[src/rtl/truth_table_sweeper.sv]
// Clocked stimulus/capture sequencer for the 3-input A(B+C) equation circuit:
// walks {a,b,c} through all 8 vectors, samples y per vector and checks the table.
module truth_table_sweeper #(
  parameter int         DWELL  = 4,
  parameter logic [7:0] EXPECT = 8'hE0
) (
  input  logic       clk,
  input  logic       rst,
  input  logic       start,
  input  logic       y,
  output logic       a,
  output logic       b,
  output logic       c,
  output logic       busy,
  output logic       done,
  output logic       pass,
  output logic [7:0] table_out
);

  typedef enum logic [1:0] {
    IDLE = 2'd0,
    RUN  = 2'd1,
    DONE = 2'd2
  } state_t;

  localparam logic [7:0] CNT_LAST = 8'(DWELL - 1);

  state_t     state;
  state_t     state_nxt;
  logic [2:0] vec;
  logic [7:0] cnt;
  logic       dwell_end;
  logic       last_vec;
  logic [7:0] table_nxt;

  // Next-state and output decode; outputs depend only on registered state/vec.
  always_comb begin
    state_nxt        = state;
    a                = 1'b0;
    b                = 1'b0;
    c                = 1'b0;
    busy             = 1'b0;
    done             = 1'b0;
    dwell_end        = (state == RUN) && (cnt == CNT_LAST);
    last_vec         = (vec == 3'd7);
    table_nxt        = table_out;
    table_nxt[vec]   = y;
    case (state)
      IDLE: begin
        if (start) state_nxt = RUN;
      end
      RUN: begin
        {a, b, c} = vec;
        busy      = 1'b1;
        if (dwell_end && last_vec) state_nxt = DONE;
      end
      DONE: begin
        done      = 1'b1;
        state_nxt = IDLE;
      end
      default: state_nxt = IDLE;
    endcase
  end

  always_ff @(posedge clk or posedge rst) begin
    if (rst) state <= IDLE;
    else     state <= state_nxt;
  end

  // Sweep counters and capture; pass is judged on the table including the last sample.
  always_ff @(posedge clk or posedge rst) begin
    if (rst) begin
      vec       <= 3'd0;
      cnt       <= 8'd0;
      table_out <= 8'h00;
      pass      <= 1'b0;
    end else if (state == IDLE && start) begin
      vec       <= 3'd0;
      cnt       <= 8'd0;
      table_out <= 8'h00;
      pass      <= 1'b0;
    end else if (dwell_end) begin
      table_out <= table_nxt;
      cnt       <= 8'd0;
      if (last_vec) pass <= (table_nxt == EXPECT);
      else          vec  <= vec + 3'd1;
    end else if (state == RUN) begin
      cnt <= cnt + 8'd1;
    end
  end

endmodule
[config.mk]
export PLATFORM = sky130hd
export DESIGN_NAME = truth_table_sweeper
export DESIGN_NICKNAME = d
export VERILOG_FILES = /design/src/rtl/truth_table_sweeper.sv
export SDC_FILE = /design/constraint.sdc
export NUM_CORES = 1
export LEC_CHECK = 0
export ABC_AREA = 1
export BUFFER_PORTS_ARGS = -buffer_cell sky130_fd_sc_hd__buf_4
export CAP_MARGIN = 0
export CORE_ASPECT_RATIO = 0.6
export CORE_MARGIN = 3
export CORE_UTILIZATION = 57
export DETAILED_ROUTE_END_ITERATION = 12
export GPL_TIMING_DRIVEN = 0
export PLACE_DENSITY = 0.79
export REMOVE_ABC_BUFFERS = 1
export SYNTH_ARGS = -nofsm -noshare
export SYNTH_HDL_FRONTEND = slang
export SYNTH_SLANG_ARGS = --single-unit
[constraint.sdc]
create_clock -name clk -period 3.2 [get_ports clk]
set_clock_uncertainty 0.15 [all_clocks]
set_input_delay 0.64 -clock clk [delete_from_list [all_inputs] [get_ports clk]]
set_output_delay 0.64 -clock clk [all_outputs]
set_load 0.005 [all_outputs]
==> impl_metrics.ini <==
[yosys]
synth_top_area_share_pct = 41.7
ys_seq_elements = 22
synth_fa_ha_area_share_pct = 2.84
synth_area_leader_cell = dfrtp_1
ys_seq_area_share_pct = 41.7
ys_types = 26
syn_area_um2 = 1320
synth-compound-area-share_pct = 8.14
synth_top_family_by_area = simple AND/OR/NAND/NOR gates
muxShareOfSynthArea_pct = 0
synthXorXnorAreaFrac_pct = 0
synth-simple-area-share_pct = 38.9
syn_avg_cell_area_um2 = 7.73
yosysWarnings = 0
syn_inst = 171
netlist_top_cells_area = dfrtp_1 42%, nand2_1 14%, nand3_1 5.7%

[global_route]
grtUsageMet2_pct = 35.4
grt_pass1_wl_um = 5170
gr-total-overflow = 0
grt_max_degree = 23
grt_pass1_vias = 1092
grt_use_total_pct = 24.0
busiest_layer = met2
grt_util_met1_pct = 34.5
antenna_found_initial = 0
use_met3_pct = 6.61

[worst_setup_path]
worst_ep_required_time_ns = 2.41
crit_start = vec[0]
reg2reg_slack_ns = 1.42
critical_path_class = flop to primary output
cp.arrival_ns = 1.31
cp-start-kind = flop
reg2reg_from = cnt[0]
cp-end-kind = primary output
timing.rr.end = vec[1]
cp-endpoint = c
r2r_cells = 10
crit_fanout = 11

[clocking]
cts_buffer_depth = 2
cts_inserted_buffers = 3
cts.sinks = 22
clk_pin_slew_worst_paths_ns = 0.08
hold_buffers = 0
cts_setup_buffers = 0
worst_skew_pair.late_latency_ns = 0.27
cts_tree = built
root_buffer = clkbuf_8
h-tree-depth = 1
cts_resized = 0

[min_path]
min_path_type = input pin to async pin

[die]
rows = 12
fp.dieArea_um2 = 2950
core_um2 = 2010
start_util_pct = 65.7
pin_count = 18
die-height_um = 43.3
die_w_um = 68.2

[routing]
ant_nets = 0
wl_per_cell_um = 14.7
drcViolationCount = 0
num_vias = 1241
dr.first_iter.drc_count = 82
wl_um = 3200
viasPerCell = 5.72
firstDrtPassIters = 4

[final_layout]
fin_nets = 197
regArea_um2 = 551
num_antenna_cells = 0
drive_above_1_share_pct = 20.1
multi_input_area_um2 = 659
area_delta_synth_final_pct = 14.8
final_util_pct = 75.4
fillers = 155

[timing]
slew-limit-headroom_pct = 46.8
finalSetupTns_ns = 0
setup_violations = 0
worst_hold_slack_ns = 0.374
worst_slew_pin_slew_ns = 0.796
finalCritPeriodShare_pct = 65.7
hold_viol = 0
slew_violations = 0
max_freq_mhz = 476
rsz0062_at_grt = no
min_period_ns = 2.10

[place]
post-dp-hpwl_um = 2430
gp_congestion = 0.934
numPortBuffers = 17

[power]
pwr_density_cell_nw_per_um2 = 859
p_leak_uw = 0.000795
fin_total_pwr_uw = 1300
vdd_ir_drop_max_mv = 0.577

[flow_run]
maxCapViolCount = 0

[status]
status = finished, final reports clean
## synth_stat cells
cell type  instances
inv_2              3
nor2_4             2
a21oi_1            3
nor3b_1            2
nand2_8            1
nand2_2            1
or2_2              1
nand4_1            8
inv_1             19
nor3_1             3
nand2_4            2
nor2_1            15
buf_4              3
nand3_4            1
o22ai_1            5
nand2_1           51
o21ai_2            3
nor3_4             1
o21ai_1            1
a31oi_1            1
a31o_2             1
nand3_1           15
ha_1               3
o21ai_0            3
inv_4              1
dfrtp_1           22
## area by class of cell
class                           instances  share of cell area [%]
Sequential cell                        22                    36.3
Multi-Input combinational cell        123                    43.5
Inverter                               23                    5.86
Timing Repair Buffer                   17                    8.42
Tap cell                               28                    2.31
Clock buffer                            4                    3.63
## layer usage
metal,up-vias,wire length [um]
li1,604,-
met1,568,1460
met2,60,1430
met3,9,264
met4,0,45
met5,-,0
## where the power goes
group	switching, uW	total [uW]	internal, uW
Clock	90.1	200	110
Combinational	375	621	246
Sequential	118	482	364
Total	584	1300	719
## cells in the final DEF (no fill, tap or decap), types with 4 or more instances in the layout
master	instances
nor2_1	15
o22ai_1	5
nand2_1	51
inv_1	19
dfrtp_1	22
nand3_1	15
buf_4	17
clkbuf_8	4
nand4_1	8
## critical path, stage by stage (launching register included)
cell,delay [ns]
dfrtp_1,0.58
inv_2,0.17
nor2_1,0.16
buf_4,0.13
## worst min path at each step
stage | to | slack (ns)
floorplan | table_out[5] | 0.34
global placement | table_out[6] | 0.34
detailed placement | table_out[6] | 0.36
CTS | table_out[7] | 0.39
global route | table_out[6] | 0.42
finish | table_out[3] | 0.37
## stage by stage
stage	worst slack [ns]	cells	instance area, um2
global placement	1.45	213	1460
finish	1.10	217	1520
floorplan	1.67	168	1300
detailed placement	1.44	213	1460
global route	1.05	217	1520
CTS	1.16	217	1520
## registers in the layout, summed over array words and instances (netlist names)
signal	cells
cnt	8
table_out	8
vec	3
state	2
pass	1
## cells by family after synthesis
family	Yosys count
adder cells (fa/ha/maj)	3
flip-flops	22
AO/OA/AOI/OAI	17
AND/OR/NAND/NOR	103
buffers and inverters	26
Power figures use the tool's default switching activity.
